## config.mk

```make
export PLATFORM = sky130hd
export DESIGN_NAME = hold_timer
export DESIGN_NICKNAME = d
export VERILOG_FILES = /design/src/rtl/hold_timer.sv
export SDC_FILE = /design/constraint.sdc
export NUM_CORES = 1
export LEC_CHECK = 0
export CAP_MARGIN = 10
export CORE_AREA = 2 2 39 41
export CTS_CLUSTER_DIAMETER = 80
export DETAILED_ROUTE_END_ITERATION = 16
export DIE_AREA = 0 0 41 43
export PLACE_DENSITY = 0.51
export REMOVE_ABC_BUFFERS = 1
export SETUP_SLACK_MARGIN = 0.3
export SLEW_MARGIN = 20
export SYNTH_ARGS = -nofsm -noshare
export SYNTH_HDL_FRONTEND = slang
export SYNTH_SLANG_ARGS = --single-unit
```

## constraint.sdc

```tcl
create_clock -name clk -period 3.53 [get_ports clk]
set_input_delay 0.5295 -clock clk [delete_from_list [all_inputs] [get_ports clk]]
set_output_delay 0.5295 -clock clk [all_outputs]
set_load 0.05 [all_outputs]
```

## src/rtl/hold_timer.sv

```systemverilog
// hold_timer
//   Counts 0..HOLD-1 while enabled, then wraps to 0. The terminal-count output
//   is high whenever the count sits at HOLD-1.
//   Ports:
//     clk   : clock, rising edge
//     rst_n : asynchronous active-low reset, count -> 0
//     clr   : synchronous clear to 0 (has priority over en)
//     en    : advance the count
//     tc    : count == HOLD-1
//   HOLD legal range is 1..255; HOLD=1 makes tc permanently high.
module hold_timer #(
    parameter int HOLD = 4
) (
    input  logic clk,
    input  logic rst_n,
    input  logic clr,
    input  logic en,
    output logic tc
);

    localparam logic [7:0] LAST = 8'(HOLD - 1);

    logic [7:0] count;

    always_ff @(posedge clk or negedge rst_n) begin
        if (!rst_n) begin
            count <= 8'd0;
        end else if (clr) begin
            count <= 8'd0;
        end else if (en) begin
            if (count == LAST) begin
                count <= 8'd0;
            end else begin
                count <= count + 8'd1;
            end
        end
    end

    assign tc = (count == LAST);

endmodule

```

==> results of run 1 <==
==> synth_stat cells <==
library cell  count  area share
nor2_1            4       0.034
buf_4             1       0.017
nand4_1           1       0.014
or4_1             2       0.034
ha_1              1       0.028
nand3_1           1       0.011
nand2b_1          1       0.014
a21oi_1           4       0.045
clkbuf_1          1      0.0085
o31ai_1           2       0.034
nor4_1            1       0.014
inv_1             3       0.026
o32ai_1           1       0.020
nand3b_1          1       0.017
a41o_1            1       0.023
nand2_1           4       0.034
or3_2             1       0.017
dfrtp_1           8        0.45
o22ai_1           1       0.014
and3_1            1       0.014
o21ai_0           1       0.011
o2111ai_2         1       0.034
o2111ai_1         1       0.020
xor2_1            2       0.040
a211o_1           1       0.020
==> kinds of logic after synthesis <==
family / count (synthesis) / share of synthesized area
and+or+nand+nor: 17 / 0.2046
AOI/OAI and AO/OA: 13 / 0.2216
DFF: 8 / 0.4545
buffers and inverters: 5 / 0.05113
xor gates and xnor gates: 2 / 0.03978
adders and majority gates: 1 / 0.02840
==> worst max-delay path, stage by stage, from the launching register on <==
cell             delay (ps)
dfrtp_1                 430
nor4_1                  450
and3_1                  270
clkdlybuf4s50_1         810
==> cell type report <==
cell class	instances	area (um^2)	area share
Clock buffer	3	22.52	0.04401
Inverter	3	11.26	0.02200
Multi-Input combinational cell	33	217.7	0.4254
Sequential cell	8	200.2	0.3912
Tap cell	16	20.02	0.03912
Timing Repair Buffer	4	40.04	0.07824
==> per-stage QoR <==
| step | total power [mW] | cell area, um^2 |
|---|---|---|
| after detailed placement | 0.1145 | 489.2 |
| after global placement | 0.1148 | 489.2 |
| final | 0.1833 | 511.7 |
| after CTS | 0.1870 | 511.7 |
| after global routing | 0.1982 | 511.7 |
| after floorplan | 0.1041 | 429.2 |
==> layer usage <==
layer,vias up,global-route usage
met2,9,0.1531
met1,163,0.1776
li1,181,-
met5,-,0
met3,2,0.09424
met4,0,0.06000
==> power groups by stage <==
stage | Sequential (mW) | Combinational [mW] | Clock (mW)
6_report | 0.0964 | 0.0162 | 0.0707
5_1_grt | 0.0968 | 0.0181 | 0.0832
4_1_cts | 0.0965 | 0.0166 | 0.0739
3_5_place_dp | 0.0981 | 0.0164 | 0
3_3_place_gp | 0.0982 | 0.0166 | 0
2_1_floorplan | 0.0974 | 0.00671 | 0
==> worst paths after layout <==
check	to	depth (start not counted)	from	slack, ps
worst min register to register	count[7]	2	count[7]	560
max in group asynchronous	count[4]	1	rst_n	2710
worst max register to register	count[6]	4	count[0]	2020
min in group clk	count[7]	2	count[7]	560
worst max-delay path	tc	3	count[2]	790
worst min-delay path	count[7]	1	rst_n	560
==> results_dict.tcl, run 1 <==
set metrics [dict create \
    intPower_mw 0.1393 \
    drive_gt1_frac 0.09804 \
    routed.top_layer "met4" \
    clkTransAtPathRegs_ps 50 \
    min_period_ps 2736 \
    dp_cells 64 \
    fp.dieH_um 43 \
    min_period_over_period 0.7751 \
    ctsResizeCount 0 \
    p_clk_frac 0.386 \
    min_path_type "primary input to asynchronous set/reset pin" \
    finalClockSkew_ps 0.3038 \
    synth_cells 46 \
    start_util 0.3183 \
    slew_headroom 0.6725 \
    fin_ws_ps 793.9 \
    peakVddDrop_mv 0.1425 \
    portBuffers 4 \
    status "finished clean" \
    numCtsBuffers 3 \
    fin_cells 67 \
    cts_tree "done" \
    max_freq_ghz 0.3655 \
    nFillCells 141 \
    wl_um 862 \
    postRouteAntennaNets 0 \
    ys_seq_area_frac 0.4545 \
    root_buffer "clkbuf_4" \
    core_area_um2 1384 \
    htreeDepth 1 \
    dr.pass1.iters 2 \
    grt_overflow 0 \
    fin_nets 58 \
    m1WireLength_um 429 \
    p_comb_frac 0.088 \
    maxCapViolations 0 \
    clk_latency_ps 250 \
    cp.arrival_ps 2210 \
    drt-wirelength-per-cell_um 12.87 \
    final_cell_mix "8 x dfrtp_1, 4 x nor2_1, 4 x nand2_1, 4 x a21oi_1, 4 x clkdlybuf4s50_1" \
    worstPathRequired_ps 3000 \
    crit_fanout 6 \
    largest_reg_flops 8 \
    holdWs_ps 556.6 \
    swShare 0.2399 \
    regMostFlops "count" \
    viasPerCell 5.299 \
    layout_commonest_cell "dfrtp_1" \
    die_area_um2 1763 \
    grt_first_pass_wirelength_um 1442 \
    path_class "flip-flop to output port" \
    ys_seq_elements 8 \
    grt_max_degree 12 \
    antenna_found_initial 0 \
    dp.final_hpwl_um 613.4 \
    n_antenna_cell 0 \
    gp_congestion 0.7460 \
    final_max_slew_viol_count 0 \
    avgSynthCellArea_um2 9.574 \
    worst_pin_slew_ps 489.7 \
    drt_iter0_markers 2 \
    synth_area_um2 440.4 \
    holdBufCountCts 0 \
    ctsLongestPathBuffers 2 \
    ys_warn_count 0 \
    synth_cell_types 25 \
    seqPwrFrac 0.526 \
    io-pin-count 5 \
    rsz0062_at_grt "no" \
    wl_met3_um 64 \
    area_growth_pct 16.19 \
    rows 14 \
    p_leak_nw 0.1965 \
    clock_sinks 8 \
    die_w_um 41 \
    via_count 355 \
    p_per_area_nw_per_um2 358.2 \
    worstSetupStartpointType "flip-flop" \
    grt_pass1_vias 309 \
    p_sw_mw 0.04397 \
    pre_cts_slack_ps 1084 \
    track_usage 0.1314 \
    end_kind "output port" \
    route.detailed.drc 0 \
    largest_registers "count (8)" \
    post_cts_buffers 0 \
    setup_tns_ps 0 \
    postLayoutCoreUtil 0.3698 \
    hold_viol 0 \
    setup_violations 0 \
    wl_met2_um 360 \
]
No activity file was read; power rests on OpenSTA's default activity.
==> inputs of run 2 (changes only) <==
clock period = 2.7 ns   (was 3.53 ns; I/O delays follow)
==> run 2 against run 1 <==
Compared with the run above:
- non-clock buffer count rose by 1
- critical path depth did not move
- total power rose by 32%
- hold slack got worse by 120 ps
- clock power rose by 34%
- count of clock-buffer cells in the layout did not move
- final area rose by 0.49%
- core utilization rose by 0.18 points
- flip-flop and latch count did not move
- first-iteration DRC count rose to 3.5 times the previous value
- worst setup slack got worse by 210 ps
- register-to-register slack got worse by 830 ps
- critical endpoint unchanged
- largest cell class unchanged
==> results_dict.tcl, run 2 (same netlist as run 1, synthesis figures left out) <==
set metrics [dict create \
    root_buffer "clkbuf_4" \
    seqPwrFrac 0.519 \
    area_growth_pct 16.76 \
    holdBufCountCts 0 \
    dp.final_hpwl_um 630.5 \
    drt_iter0_markers 7 \
    cts_tree "done" \
    holdWs_ps 435.8 \
    start_util 0.3183 \
    path_class "flip-flop to output port" \
    grt_max_degree 11 \
    io-pin-count 5 \
    drt-wirelength-per-cell_um 13.34 \
    slowest_delay_ps 450 \
    final_max_slew_viol_count 0 \
    timing.rr.start "count[0]" \
    portBuffers 4 \
    maxCapViolations 0 \
    n_antenna_cell 0 \
    final_cell_mix "8 x dfrtp_1, 4 x nor2_1, 4 x nand2_1, 4 x a21oi_1" \
    setup_violations 0 \
    die_w_um 41 \
    p_clk_frac 0.389 \
    cp.arrival_ps 1710 \
    min_period_ps 2115 \
    swShare 0.2467 \
    core_area_um2 1384 \
    rsz0062_at_grt "no" \
    min_period_over_period 0.7834 \
    hold_viol 0 \
    dr.pass1.iters 3 \
    fin_cells 68 \
    crit_fanout 6 \
    ff2ff_setup_slack_ps 1190 \
    p_leak_nw 0.2025 \
    peakVddDrop_mv 0.1983 \
    worstPathRequired_ps 2300 \
    track_usage 0.1444 \
    postRouteAntennaNets 0 \
    drive_gt1_frac 0.1346 \
    grt_overflow 0 \
    nFillCells 147 \
    fin_nets 59 \
    dp_cells 65 \
    multi_input_area_um2 217.7 \
    largest_registers "count (8)" \
    grt_pass1_vias 346 \
    rows 14 \
    post_cts_buffers 0 \
    fp.dieH_um 43 \
    setup_tns_ps 0 \
    reg2reg_to "count[6]" \
    end_kind "output port" \
    clkTransAtPathRegs_ps 60 \
    antenna_found_initial 0 \
    layout_commonest_cell "dfrtp_1" \
    finalInstanceArea_um2 514.2 \
    gp_congestion 0.7632 \
    ctsLongestPathBuffers 2 \
    worst_pin_slew_ps 424.4 \
    p_per_area_nw_per_um2 472.1 \
    seq_area_um2 200.2 \
    die_area_um2 1763 \
    postPlaceCellArea_um2 496.7 \
    rr_worst_depth 4 \
    p_sw_mw 0.05990 \
    numCtsBuffers 3 \
    via_count 373 \
    grt_first_pass_wirelength_um 1607 \
    viasPerCell 5.485 \
    crit_slowest_cell "nor4_1" \
    status "finished clean" \
    largest_reg_flops 8 \
    min_path_type "primary input to asynchronous set/reset pin" \
    worstSetupStartpointType "flip-flop" \
    route.detailed.drc 0 \
    wl_um 907 \
    p_comb_frac 0.092 \
    htreeDepth 1 \
    clock_sinks 8 \
    intPower_mw 0.1829 \
    crit_path_cell_trace "nor4_1 > and3_1 > clkbuf_2" \
    clk_latency_ps 260 \
    max_freq_ghz 0.4728 \
    regMostFlops "count" \
    slew_headroom 0.7145 \
    finalClockSkew_ps 2.073 \
]
run 2: per-stage QoR:
stage | worst slack [ps] | power [mW] | util
detailed placement | 356.5 | 0.1511 | 0.3590
global route | 452.4 | 0.2603 | 0.3716
finish | 584.9 | 0.2428 | 0.3716
global placement | 368.4 | 0.1515 | 0.3590
CTS | 345.8 | 0.2460 | 0.3743
floorplan | 950.6 | 0.1361 | -
run 2: what timing repair did:
action,in CTS,in global routing
resized for setup,1,2
setup endpoints to repair,1,1
pin swaps,0,0
endpoints found under the hold margin,0,0
run 2: layout make-up:
type | instances | share of cell area
repair buffers | 5 | 0.08273
inverters | 3 | 0.02190
multi-input cells | 33 | 0.4234
well taps | 16 | 0.03893
clock buffers | 3 | 0.04380
flip-flops and latches | 8 | 0.3893
run 2: worst max path at each step:
| stage | start | end | slack [ps] | cells after the start |
|---|---|---|---|---|
| 3_3_place_gp | count[2] | tc | 370 | 3 |
| 3_5_place_dp | count[2] | tc | 360 | 3 |
| 4_1_cts | count[2] | tc | 350 | 3 |
| 5_1_grt | count[2] | tc | 450 | 3 |
| 2_1_floorplan | count[2] | tc | 950 | 2 |
| 6_report | count[2] | tc | 580 | 3 |
run 2: routing by layer:
metal	track usage	routed length, um	share of wire
met1	0.2164	457	0.50
met3	0.09424	55	0.061
met4	0.06000	10	0.011
met2	0.1563	383	0.42
met5	0	0	0
run 2: power by group through the flow:
stage / clock [mW] / combinational (mW) / sequential, mW
after floorplan: 0 / 0.00878 / 0.127
after global placement: 0 / 0.0231 / 0.128
after detailed placement: 0 / 0.0229 / 0.128
after CTS: 0.0972 / 0.0227 / 0.126
after global routing: 0.109 / 0.0249 / 0.127
final: 0.0944 / 0.0224 / 0.126
run 2: critical path, delay by kind of cell, from the launching register on:
kind,cells,cell delay [ps]
buffers and inverters,1,290
DFF,1,440
and+or+nand+nor,2,720
